## config.mk

```make
export PLATFORM = sky130hd
export DESIGN_NAME = exc_sequencer_flat
export DESIGN_NICKNAME = d
export VERILOG_FILES = /design/src/rtl/exc_sequencer_if.sv /design/src/rtl/exc_sequencer.sv /design/src/flat_wrapper.sv
export SDC_FILE = /design/constraint.sdc
export NUM_CORES = 1
export LEC_CHECK = 0
export ABC_CLOCK_PERIOD_IN_PS = 3500
export BUFFER_PORTS_ARGS = -buffer_cell sky130_fd_sc_hd__buf_2
export CAP_MARGIN = 20
export CORE_ASPECT_RATIO = 0.8
export CORE_MARGIN = 4
export CORE_UTILIZATION = 52
export DETAILED_ROUTE_END_ITERATION = 10
export PLACE_DENSITY_LB_ADDON = 0.12
export REMOVE_ABC_BUFFERS = 1
export SKIP_LAST_GASP = 1
export SYNTH_ARGS = -nofsm -noshare
export SYNTH_HDL_FRONTEND = slang
export SYNTH_SLANG_ARGS = --single-unit
```

## constraint.sdc

```tcl
create_clock -name clk -period 3.5 [get_ports clk]
set_clock_uncertainty 0.2 [all_clocks]
set_input_delay 0.525 -clock clk [delete_from_list [all_inputs] [get_ports clk]]
set_output_delay 0.525 -clock clk [all_outputs]
set_load 0.05 [all_outputs]
```

## src/rtl/exc_sequencer_if.sv

```systemverilog
// Purpose: groups the exception-sequencer signals exchanged with the M stage,
//   cp0 and the PC/NPC select logic into one bundle.
// Signals:
//   From pipeline/cp0 (inputs to the sequencer):
//     HWIntRaw[5:0]   raw device interrupt lines [7:2] (asynchronous)
//     ExcReq_M        M-stage instruction carries an exception
//     ExcCode_M[4:0]  its cause code
//     eret_M          M-stage instruction is ERET
//     stall           pipeline paused, M stage not committing
//     IntReq          cp0 says an exception or enabled interrupt is taken
//     EPC[31:0]       cp0 EPC value
//   From the sequencer (outputs):
//     HWInt[5:0]      synchronised interrupt lines to cp0
//     Exc, ExcCode    exception commit and cause code to cp0
//     EXLClr          clear SR.EXL on ERET commit
//     Flush           kill F/D/E/M stage contents
//     Redirect        force NPC = NPC_Out this cycle
//     NPC_Out[31:0]   redirect target (0 when Redirect is low)
//     Busy            sequencer is not idle
//     EntryCnt        saturating count of taken entries
//     state_dbg[1:0]  raw FSM state for observation
// Handshake: there is no valid/ready pair here. IntReq is a level request that
//   is acted on only in a cycle where the sequencer is idle and stall is low;
//   in any other cycle it is ignored and must be re-presented by cp0.
interface exc_sequencer_if #(
    parameter int unsigned CNT_W = 16
);
    logic [5:0]       HWIntRaw;
    logic             ExcReq_M;
    logic [4:0]       ExcCode_M;
    logic             eret_M;
    logic             stall;
    logic             IntReq;
    logic [31:0]      EPC;

    logic [5:0]       HWInt;
    logic             Exc;
    logic [4:0]       ExcCode;
    logic             EXLClr;
    logic             Flush;
    logic             Redirect;
    logic [31:0]      NPC_Out;
    logic             Busy;
    logic [CNT_W-1:0] EntryCnt;
    logic [1:0]       state_dbg;

    modport master (
        output HWIntRaw, ExcReq_M, ExcCode_M, eret_M, stall, IntReq, EPC,
        input  HWInt, Exc, ExcCode, EXLClr, Flush, Redirect, NPC_Out, Busy,
               EntryCnt, state_dbg
    );

    modport slave (
        input  HWIntRaw, ExcReq_M, ExcCode_M, eret_M, stall, IntReq, EPC,
        output HWInt, Exc, ExcCode, EXLClr, Flush, Redirect, NPC_Out, Busy,
               EntryCnt, state_dbg
    );
endinterface

```

## src/rtl/exc_sequencer.sv

```systemverilog
// Purpose: sequences exception/interrupt entry and ERET return around cp0.
//   Synchronises raw interrupt lines into HWInt, gates M-stage exception
//   requests into Exc, and after cp0 raises IntReq drives pipeline flush and
//   an NPC redirect to the handler (or to EPC for ERET).
// Ports:
//   clk    rising-edge clock
//   reset  asynchronous, active-high reset
//   bus    exc_sequencer_if.slave (see interface file for the signal list)
// Parameters:
//   HANDLER_PC    handler entry address
//   FLUSH_CYCLES  cycles Flush is held after an entry (1..7)
//   CNT_W         width of the saturating entry counter
module exc_sequencer #(
    parameter logic [31:0] HANDLER_PC   = 32'h0000_4180,
    parameter int unsigned FLUSH_CYCLES = 2,
    parameter int unsigned CNT_W        = 16
) (
    input  logic           clk,
    input  logic           reset,
    exc_sequencer_if.slave bus
);
    localparam logic [1:0] S_IDLE  = 2'd0;
    localparam logic [1:0] S_FLUSH = 2'd1;
    localparam logic [1:0] S_RET   = 2'd2;

    localparam logic [2:0] FLUSH_LOAD = 3'(FLUSH_CYCLES - 1);
    localparam logic [CNT_W-1:0] CNT_ONE = {{(CNT_W-1){1'b0}}, 1'b1};

    logic [1:0]       state_q, state_d;
    logic [2:0]       cnt_q, cnt_d;
    logic             first_q, first_d;
    logic [31:0]      ret_pc_q, ret_pc_d;
    logic [CNT_W-1:0] entry_cnt_q, entry_cnt_d;
    logic [5:0]       sync1_q, sync2_q;

    logic idle;
    logic take_int;
    logic take_ret;
    logic redirect_handler;

    assign idle     = (state_q == S_IDLE);
    // IntReq wins over ERET when both arrive in the same idle cycle.
    assign take_int = idle & bus.IntReq & ~bus.stall;
    assign take_ret = idle & bus.eret_M & ~bus.stall & ~bus.IntReq;

    assign redirect_handler = (state_q == S_FLUSH) & first_q;

    always_comb begin
        state_d     = state_q;
        cnt_d       = cnt_q;
        first_d     = first_q;
        ret_pc_d    = ret_pc_q;
        entry_cnt_d = entry_cnt_q;
        case (state_q)
            S_IDLE: begin
                if (take_int) begin
                    state_d = S_FLUSH;
                    cnt_d   = FLUSH_LOAD;
                    first_d = 1'b1;
                    if (entry_cnt_q != {CNT_W{1'b1}}) begin
                        entry_cnt_d = entry_cnt_q + CNT_ONE;
                    end
                end else if (take_ret) begin
                    state_d  = S_RET;
                    ret_pc_d = bus.EPC;
                end
            end
            S_FLUSH: begin
                first_d = 1'b0;
                // Counter starts at FLUSH_CYCLES-1, so leaving on zero gives
                // exactly FLUSH_CYCLES cycles in this state.
                if (cnt_q == 3'd0) begin
                    state_d = S_IDLE;
                end else begin
                    cnt_d = cnt_q - 3'd1;
                end
            end
            S_RET: begin
                state_d = S_IDLE;
            end
            default: begin
                state_d = S_IDLE;
            end
        endcase
    end

    always_ff @(posedge clk or posedge reset) begin
        if (reset) begin
            state_q     <= S_IDLE;
            cnt_q       <= 3'd0;
            first_q     <= 1'b0;
            ret_pc_q    <= 32'd0;
            entry_cnt_q <= {CNT_W{1'b0}};
            sync1_q     <= 6'd0;
            sync2_q     <= 6'd0;
        end else begin
            state_q     <= state_d;
            cnt_q       <= cnt_d;
            first_q     <= first_d;
            ret_pc_q    <= ret_pc_d;
            entry_cnt_q <= entry_cnt_d;
            sync1_q     <= bus.HWIntRaw;
            sync2_q     <= sync1_q;
        end
    end

    // Exc deliberately ignores IntReq: cp0 derives IntReq from Exc, so
    // looking at it here would close a combinational loop.
    assign bus.Exc       = idle & bus.ExcReq_M & ~bus.stall;
    assign bus.ExcCode   = bus.ExcCode_M;
    assign bus.EXLClr    = take_ret;
    assign bus.HWInt     = sync2_q;
    // Flush/Redirect decode straight from state so an asynchronous reset
    // drops them immediately.
    assign bus.Flush     = ~idle;
    assign bus.Redirect  = redirect_handler | (state_q == S_RET);
    assign bus.NPC_Out   = (state_q == S_RET) ? ret_pc_q :
                           redirect_handler   ? HANDLER_PC : 32'd0;
    assign bus.Busy      = ~idle;
    assign bus.EntryCnt  = entry_cnt_q;
    assign bus.state_dbg = state_q;
endmodule

```

## src/flat_wrapper.sv

```systemverilog
// flat-port wrapper written by rule: the top's interface ports become plain ports
module exc_sequencer_flat 
#(
    parameter logic [31:0] HANDLER_PC   = 32'h0000_4180,
    parameter int unsigned FLUSH_CYCLES = 2,
    parameter int unsigned CNT_W        = 16
)
  (clk, reset, bus_HWIntRaw, bus_ExcReq_M, bus_ExcCode_M, bus_eret_M, bus_stall, bus_IntReq, bus_EPC, bus_HWInt, bus_Exc, bus_ExcCode, bus_EXLClr, bus_Flush, bus_Redirect, bus_NPC_Out, bus_Busy, bus_EntryCnt, bus_state_dbg);
  exc_sequencer_if #(.CNT_W(CNT_W)) bus_i ();
  input  logic clk;
  input  logic reset;
  input wire logic [$bits(bus_i.HWIntRaw)-1:0] bus_HWIntRaw;
  input wire logic [$bits(bus_i.ExcReq_M)-1:0] bus_ExcReq_M;
  input wire logic [$bits(bus_i.ExcCode_M)-1:0] bus_ExcCode_M;
  input wire logic [$bits(bus_i.eret_M)-1:0] bus_eret_M;
  input wire logic [$bits(bus_i.stall)-1:0] bus_stall;
  input wire logic [$bits(bus_i.IntReq)-1:0] bus_IntReq;
  input wire logic [$bits(bus_i.EPC)-1:0] bus_EPC;
  output wire logic [$bits(bus_i.HWInt)-1:0] bus_HWInt;
  output wire logic [$bits(bus_i.Exc)-1:0] bus_Exc;
  output wire logic [$bits(bus_i.ExcCode)-1:0] bus_ExcCode;
  output wire logic [$bits(bus_i.EXLClr)-1:0] bus_EXLClr;
  output wire logic [$bits(bus_i.Flush)-1:0] bus_Flush;
  output wire logic [$bits(bus_i.Redirect)-1:0] bus_Redirect;
  output wire logic [$bits(bus_i.NPC_Out)-1:0] bus_NPC_Out;
  output wire logic [$bits(bus_i.Busy)-1:0] bus_Busy;
  output wire logic [$bits(bus_i.EntryCnt)-1:0] bus_EntryCnt;
  output wire logic [$bits(bus_i.state_dbg)-1:0] bus_state_dbg;
  assign bus_i.HWIntRaw = bus_HWIntRaw;
  assign bus_i.ExcReq_M = bus_ExcReq_M;
  assign bus_i.ExcCode_M = bus_ExcCode_M;
  assign bus_i.eret_M = bus_eret_M;
  assign bus_i.stall = bus_stall;
  assign bus_i.IntReq = bus_IntReq;
  assign bus_i.EPC = bus_EPC;
  assign bus_HWInt = bus_i.HWInt;
  assign bus_Exc = bus_i.Exc;
  assign bus_ExcCode = bus_i.ExcCode;
  assign bus_EXLClr = bus_i.EXLClr;
  assign bus_Flush = bus_i.Flush;
  assign bus_Redirect = bus_i.Redirect;
  assign bus_NPC_Out = bus_i.NPC_Out;
  assign bus_Busy = bus_i.Busy;
  assign bus_EntryCnt = bus_i.EntryCnt;
  assign bus_state_dbg = bus_i.state_dbg;
  exc_sequencer #(.HANDLER_PC(HANDLER_PC), .FLUSH_CYCLES(FLUSH_CYCLES), .CNT_W(CNT_W)) u_core (.clk(clk), .reset(reset), .bus(bus_i));
endmodule
```

==> results.txt, run 1 <==
The run finished with clean final reports. The initial core utilization is 55.3%. For this design the total switching power over the nets is 0.970 mW. The worst setup path is launched from a flip-flop. The area growth from synthesis to layout came out at 26.7%. Combinational logic is responsible for 32.6% of the overall power.

Traced cell by cell, the critical path runs through and2b_2 -> and2_1 -> buf_2. The number of violations of the max-capacitance limit is 0. The number of filler instances in the final layout is 389. The cell at the root of the clock tree is clkbuf_8. In the synthesized netlist the dominant register cell turns out to be dfrtp_1. The max-slew violation count was 0. The register bit total from synthesis is 66. The post-synthesis sequential area ratio came out at 57.7%.

The share of power burned in registers came out at 43.4%. STA classifies the critical path endpoint as an output pin. The worst hold-check slack came out at 0.0725 ns.

The required time at the worst-slack endpoint came out at 2.77 ns. In the final layout, the share of cells above drive strength 1 is 47.4%. The total chip power came out at 2.69 mW. The count of endpoints failing hold in the final timing report came out at 0.

Before CTS, the worst setup slack after placement is 1.00 ns. The top-area cell type share of the netlist area came out at 57.7%. The time the final worst path needs with I/O delays and setup came out at 2.53 ns.

The largest area contributor in the synthesized netlist is dfrtp_1. The count of cells resized by post-cts repair came out at 0. The post-detailed-route count of antenna-violating nets came out at 0.

By area the synthesized netlist is led by dfrtp_1, mux2_2, and2_1. The weighted congestion reported at the end of routability-driven placement came out at 0.804. The share of synthesized registers carrying an async set or reset is 100%. The maximum single-stage delay on the critical path came out at 0.56 ns. The detailed router placed 2,060 vias in this run.

The floorplan die area is 6770 sq um. Adding up every negative setup slack in the final design gives 0 ns. The die is 91.0 microns wide.

The upper clock frequency limit came out at 396 MHz. The final cell utilization of the core is 70.1%. The net count reported at finish came out at 390. The routed via count divided by cell count came out at 5.10. The summed area of non-filler cells in the final layout came out at 3630 sq um. Once the clock tree was built, the setup fixing pass inserted 0 buffers. The final non-filler cell total came out at 404. The maximum fanout count along the critical path came out at 33. The number of global-route vias before repair was 2,088.

The first detailed-routing pass ran for 4 iterations. Synthesis handed over a netlist of 232 instances. The total half-perimeter wirelength after legalization and detailed placement is 4370 microns. The maximum number of buffers from clock root to sink is 2. The count of unresolved DRC violations after routing is 0.

The count of buffers from port buffering is 104. Summing every instance area after synthesis gives 2860 sq um. The level count of the clock H-tree came out at 3. The wire length after detailed routing came out at 6180 microns.

The number of sinks handled by clock tree synthesis came out at 66. The worst setup path is of the reg2out kind. The largest individual stage delay along the critical path comes from the cell and2b_2.

The areal power density over the cells is 741 nW/um^2. The static leakage is 1.92 nW. In the final routed layout, each cell accounts on average for 15.3 microns. The floorplan core area came out at 5180 sq um. The period utilization is 72.2%. The source-to-sink clock delay at the later pin of the worst-skew pair is 0.33 ns. Once placement finished, the instance area stood at 3430 sq um. Counting instances in the post-synthesis netlist gives the leading cell types as dfrtp_1, mux2_2, and2_1. The number of buffers inserted during clock tree synthesis came out at 9. TritonCTS built the clock tree. The fraction of power spent switching nets is 36.1%. The global-route wire length before repair came out at 9900 microns. The number of buffers inserted for hold repair after clock tree synthesis is 0. Cell internal power was estimated by the tool at 1.72 mW. Setup repair after global routing left no endpoint under its margin. The maximum number of pins on one net before global-route repair is 38.

The actual slew at the worst max-slew pin came out at 0.623 ns. VDD sags by at most 0.381 mV. The setup violation total in the final timing report came out at 0. The total inserted antenna cells came out at 0. The instance count after placement with tap cells included came out at 389.

The count of routing violations after the opening detailed-route iteration came out at 77. The minimum setup slack in the final design came out at 0.973 ns. The number of warnings printed during yosys synthesis came out at 0.

The arrival time reported for the critical path endpoint is 1.80 ns. The worst pin sits at a relative slew slack of 58.4%. 115 I/O pins were placed. For this run the aggregate overflow at the end of global routing stands at 0. The height of the chip came out at 74.4 microns. Among all cell types in the netlist, the one instantiated most often is dfrtp_1. Yosys mapped the design onto 32 distinct sky130hd cell types.

After synthesis, the mean cell area works out to 12.3 sq um. The number of antenna violations at the first check in global routing was 0. Global routing used 19.2% of the available tracks. The post-CTS clock slew at the launch and capture registers of the worst setup and hold paths came out at 0.06 ns. The synthesized design contains 0 enable-type register cells. In this run the worst hold path is classified as in2async.

The clock share of power is 24.0%. The number of core rows is 23.
## kinds of logic after synthesis
logic type	count (synthesis)	synth area share [%]
AOI/OAI and AO/OA	4	0.961
xor gates and xnor gates	13	3.98
adders and majority gates	3	1.31
buffers and inverters	22	3.93
DFF	66	57.7
muxes	35	13.7
and+or+nand+nor	89	18.4
## power groups by stage
stage / sequential, mW / clock (mW) / combinational [mW]
after floorplan: 1.28 / 0 / 0.547
after global placement: 1.16 / 0 / 0.856
after detailed placement: 1.18 / 0 / 0.888
after CTS: 1.17 / 0.668 / 0.888
after global routing: 1.20 / 0.707 / 0.941
final: 1.17 / 0.646 / 0.875
## layer usage
layer / wire length [microns] / vias to the layer above / track usage, %
li1: - / 993 / -
met3: 585 / 4 / 9.50
met1: 2750 / 976 / 24.0
met2: 2810 / 87 / 30.2
met4: 37 / 0 / 5.02
met5: 0 / - / 0
## worst paths after layout
check,startpoint,endpoint,slack [ns],cells after the start
min in group clk,bus_HWIntRaw[0],u_core.sync1_q[0],0.10,1
hold reg to reg,u_core.sync1_q[1],u_core.bus.HWInt[1],0.15,0
hold / removal,reset,u_core.ret_pc_q[26],0.07,2
setup / recovery,u_core.bus.state_dbg[0],bus_NPC_Out[0],0.97,3
max in group asynchronous,reset,u_core.ret_pc_q[5],2.42,3
setup reg to reg,u_core.bus.state_dbg[0],u_core.bus.EntryCnt[15],1.15,4
## worst max-delay path, delay by kind of cell (launching register included)
family / cells / cell delay [ns]
AND/OR/NAND/NOR: 2 / 0.77
flip-flops: 1 / 0.44
buffers and inverters: 1 / 0.26
## cells in the final DEF (no fill, tap or decap), types with 2 or more instances in the layout
master and n:
a21oi_1 2, and2_1 30, buf_2 104, buf_4 3, clkbuf_8 12, dfrtp_1 66
ha_1 3, inv_1 8, mux2_2 33, nand2_1 15, nand3_1 6, nand3b_1 2
nand4_1 7, nor2_1 5, nor3_1 6, nor4_1 4, o2bb2ai_1 2, or2_2 3
or4b_1 2, xnor2_1 4, xor2_1 9
## state kept, by name, indices dropped and copies added, names as in the netlist
register              cells
u_core.bus.HWInt          6
u_core.ret_pc_q          32
u_core.bus.EntryCnt      16
u_core.sync1_q            6
u_core.cnt_q              3
u_core.first_q            1
u_core.bus.state_dbg      2
## layout make-up
class | instances | area [sq um] | area share [%]
well taps | 62 | 77.6 | 2.14
flip-flops and latches | 66 | 1650 | 45.5
clock buffers | 13 | 169 | 4.65
clock inverters | 2 | 35.0 | 0.965
inverters | 9 | 33.8 | 0.931
repair buffers | 108 | 563 | 15.5
multi-input cells | 144 | 1100 | 30.3
Note: power is estimated with default switching activity, not from simulation.
==> run 2: changes to the inputs <==
- ABC_CLOCK_PERIOD_IN_PS: 3500 -> 2100
- CORE_UTILIZATION: 52 -> 43
- clock period: 3.5 -> 2.1 ns (I/O delays scaled with it)
==> run 2 against run 1 <==
  * The run now ends with negative setup slack left
  * Global-route usage shrank 2.2 points
  * Final cell count grew 14%
  * Register-to-register slack lost 1.2 ns
  * Clock power rose by 67%
  * Sequential cell count is the same
  * Sequential share of layout area decreased by 7.1 points
  * Wire length rose by 10%
  * Combinational power grew 110%
  * Total power rose by 79%
  * Critical path depth up 3
  * First-iteration DRC count shrank 45%
  * Largest cell class unchanged
  * Highest routed layer unchanged
==> results.txt, run 2 (synthesis results as in run 1) <==
The actual slew at the worst max-slew pin is 0.551 ns (was 0.623 ns). The number of antenna violations at the first check in global routing is 0 (unchanged). The horizontal die dimension came to 99.2 microns (was 91.0 microns). The upper clock frequency limit came out at 464 MHz. The kind of critical path is reg2out (unchanged). The number of search-and-repair iterations in the first detailed-routing pass came out at 4 (unchanged).

The summed area of non-filler cells in the final layout was 4300 sq um (was 3630 sq um). The cell with the biggest individual delay on the critical path is dfrtp_1 (was and2b_2). The count of routing violations after the opening detailed-route iteration came out at 42 (was 77). The origin of the critical flop-to-flop path was u_core.bus.state_dbg[0] (unchanged). The wire length after detailed routing is 6800 microns (was 6180 microns). The weighted congestion reported at the end of routability-driven placement is 0.745 (was 0.804). The total half-perimeter wirelength after legalization and detailed placement came out at 4580 microns (was 4370 microns). The setup slack of the worst register-to-register path came out at -0.02 ns (was 1.15 ns). The cell family contributing the most delay on the critical path is simple AND/OR/NAND/NOR gates (unchanged).

Run status: finished with violations (was finished, final reports clean). The number of sinks handled by clock tree synthesis is 66 (unchanged). The number of filler instances in the final layout came out at 508 (was 389). The static leakage came out at 2.18 nW (was 1.92 nW). The setup violation total in the final timing report came out at 49 (was 0). The floorplan core area is 6440 sq um (was 5180 sq um). The most common cell after layout, fill and taps aside is buf_2 (unchanged). The maximum number of pins on one net before global-route repair came out at 44 (was 38). The count of unresolved DRC violations after routing came out at 0 (unchanged). The routed via count divided by cell count came out at 4.84 (was 5.10). The startpoint type of the worst setup path is a flip-flop (unchanged).

The pre-CTS setup slack is -0.0335 ns (was 1.00 ns). The maximum single-stage delay on the critical path came out at 0.40 ns (was 0.56 ns). The cell at the root of the clock tree is clkbuf_8 (unchanged). The total inserted antenna cells came out at 0 (unchanged). The count of buffers from port buffering is 104 (unchanged). The type of the worst min-delay path is in2reg (was in2async). The number of buffers inserted during clock tree synthesis is 9 (unchanged). The post-detailed-route wirelength per cell is 14.8 microns (was 15.3 microns). The post-detailed-route count of antenna-violating nets is 0 (unchanged). The register bank with the most flops is u_core.ret_pc_q (unchanged). The minimum setup slack in the final design is -0.0547 ns (was 0.973 ns). The final non-filler cell total is 460 (was 404). The worst slew slack as a fraction of its limit is 63.3% (was 58.4%).

The flip-flop count of the largest register, all copies and words added came out at 32 (unchanged). The count of endpoints failing hold in the final timing report is 0 (unchanged). The ratio of cells with drive above 1 in the final layout came to 50.5% (was 47.4%). The required time at the worst-slack endpoint came to 1.58 ns (was 2.77 ns). The global-route wire length before repair is 10,700 microns (was 9900 microns). The net count reported at finish came out at 424 (was 390). The areal power density over the cells was 1120 nW/um^2 (was 741 nW/um^2). The floorplan die area is 8040 sq um (was 6770 sq um). The instance count after placement with tap cells included was 428 (was 389).

The period utilization came out at 103%. The CTS tree was done (unchanged). Most frequent cells in the layout: buf_2, dfrtp_1, buf_6 (was buf_2, dfrtp_1, mux2_2). The level count of the clock H-tree is 3 (unchanged).

The max-slew violation count came out at 0 (unchanged). The time the final worst path needs with I/O delays and setup came out at 2.15 ns. The arrival time reported for the critical path endpoint is 1.64 ns (was 1.80 ns). Setup repair after global routing missed its margin: true (was false). The area growth from synthesis to layout is 50.0% (was 26.7%). The cell area after placement is 3580 sq um (was 3430 sq um).

The critical path capture point is bus_EXLClr (was bus_NPC_Out[0]). The total vias in the final route is 2,226 (was 2,060). The final reports fail on negative setup slack.

The overall track demand over capacity in global routing is 17.0% (was 19.2%). The sum of buffers and inverters on the critical path is 3 (was 1). The length in cells of the worst reg-to-reg path came out at 8 (was 4).

The height of the chip is 81.0 microns (was 74.4 microns). The total stage count of the critical path is 6 (was 3). The maximum fanout count along the critical path came out at 3 (was 33). The count of boundary I/O pins came out at 115 (unchanged).

The maximum number of buffers from clock root to sink is 2 (unchanged). The post-CTS clock slew at the launch and capture registers of the worst setup and hold paths came to 0.07 ns (was 0.06 ns). The number of core rows came out at 26 (was 23). The reg-to-reg critical path endpoint was u_core.ret_pc_q[1] (was u_core.bus.EntryCnt[15]). The endpoint kind of the worst setup timing path was an output pin (unchanged). The number of global-route vias before repair is 2,360 (was 2,088).

The source-to-sink clock delay at the later pin of the worst-skew pair came out at 0.33 ns (about the same). The overall overflow remaining after global route came out at 0 (unchanged). The initial core utilization is 44.5% (was 55.3%).

The worst setup path startpoint is u_core.bus.state_dbg[0] (unchanged). The peak ir drop on the vdd network is 0.809 mV (was 0.381 mV). The number of violations of the max-capacitance limit was 0 (unchanged). Cells along the critical path: buf_4 -> or2_4 -> nor2_4 -> nand3b_1 -> inv_1 -> buf_6 (was and2b_2 -> and2_1 -> buf_2).
[run 2: changes by cell type in the layout (fill, tap and decap cells not counted), moves of 2 or more]
cell           previous run  this run
buf_2                   104        69
buf_6                     0        35
buf_4                     3        20
dlygate4sd3_1             0        10
buf_12                    1         4
clkbuf_16                 0         3
nor4_1                    4         1
nor4_2                    0         2
[run 2: worst min-delay path by stage]
| stage | start | endpoint | cells after the start |
|---|---|---|---|
| after floorplan | u_core.sync1_q[0] | u_core.bus.HWInt[0] | 0 |
| after global placement | u_core.sync1_q[5] | u_core.bus.HWInt[5] | 0 |
| after detailed placement | u_core.sync1_q[4] | u_core.bus.HWInt[4] | 0 |
| after CTS | bus_EPC[12] | u_core.ret_pc_q[12] | 2 |
| after global routing | bus_EPC[31] | u_core.ret_pc_q[31] | 2 |
| final | bus_EPC[0] | u_core.ret_pc_q[0] | 2 |
[run 2: metrics by stage]
step	hold slack, ns	util, %	total power [mW]	setup TNS [ns]
after detailed placement	0.139	55.6	3.56	-0.0335
after floorplan	0.131	-	3.04	-40.07
after global placement	0.132	55.6	3.51	0
after global routing	0.000758	66.7	5.09	-6.72
after CTS	0.00382	63.8	4.79	-3.17
final	0.0197	66.7	4.81	-0.875
[run 2: layout make-up]
| class | count | area, sq um | area share (%) |
|---|---|---|---|
| inverters | 9 | 33.8 | 0.786 |
| repair buffers | 142 | 1160 | 27.0 |
| clock buffers | 13 | 169 | 3.93 |
| clock inverters | 2 | 35.0 | 0.816 |
| flip-flops and latches | 66 | 1650 | 38.5 |
| well taps | 84 | 105 | 2.45 |
| multi-input cells | 144 | 1140 | 26.6 |
[run 2: where the power goes]
group	leakage, nW	switching, mW	total (mW)	internal (mW)
clock	0.106	0.437	1.08	0.638
combinational	1.26	1.06	1.86	0.796
sequential	0.808	0.182	1.87	1.69
[run 2: what timing repair did]
action / 4_1_cts / 5_1_grt
pin swaps: 3 / 2
buffers inserted: 4 / 1
hold buffers: 7 / 3
endpoints found under the hold margin: 72 / 3
setup endpoints to repair: 35 / 80
cloned: 0 / 3
resized for setup: 71 / 19
[run 2: per-layer routing]
metal	vias up	GRT usage [%]	share of wire, %
met2	68	29.2	51
li1	1058	-	-
met4	0	5.73	1.0
met1	1092	18.9	40
met3	8	7.90	8.7
met5	-	0	0
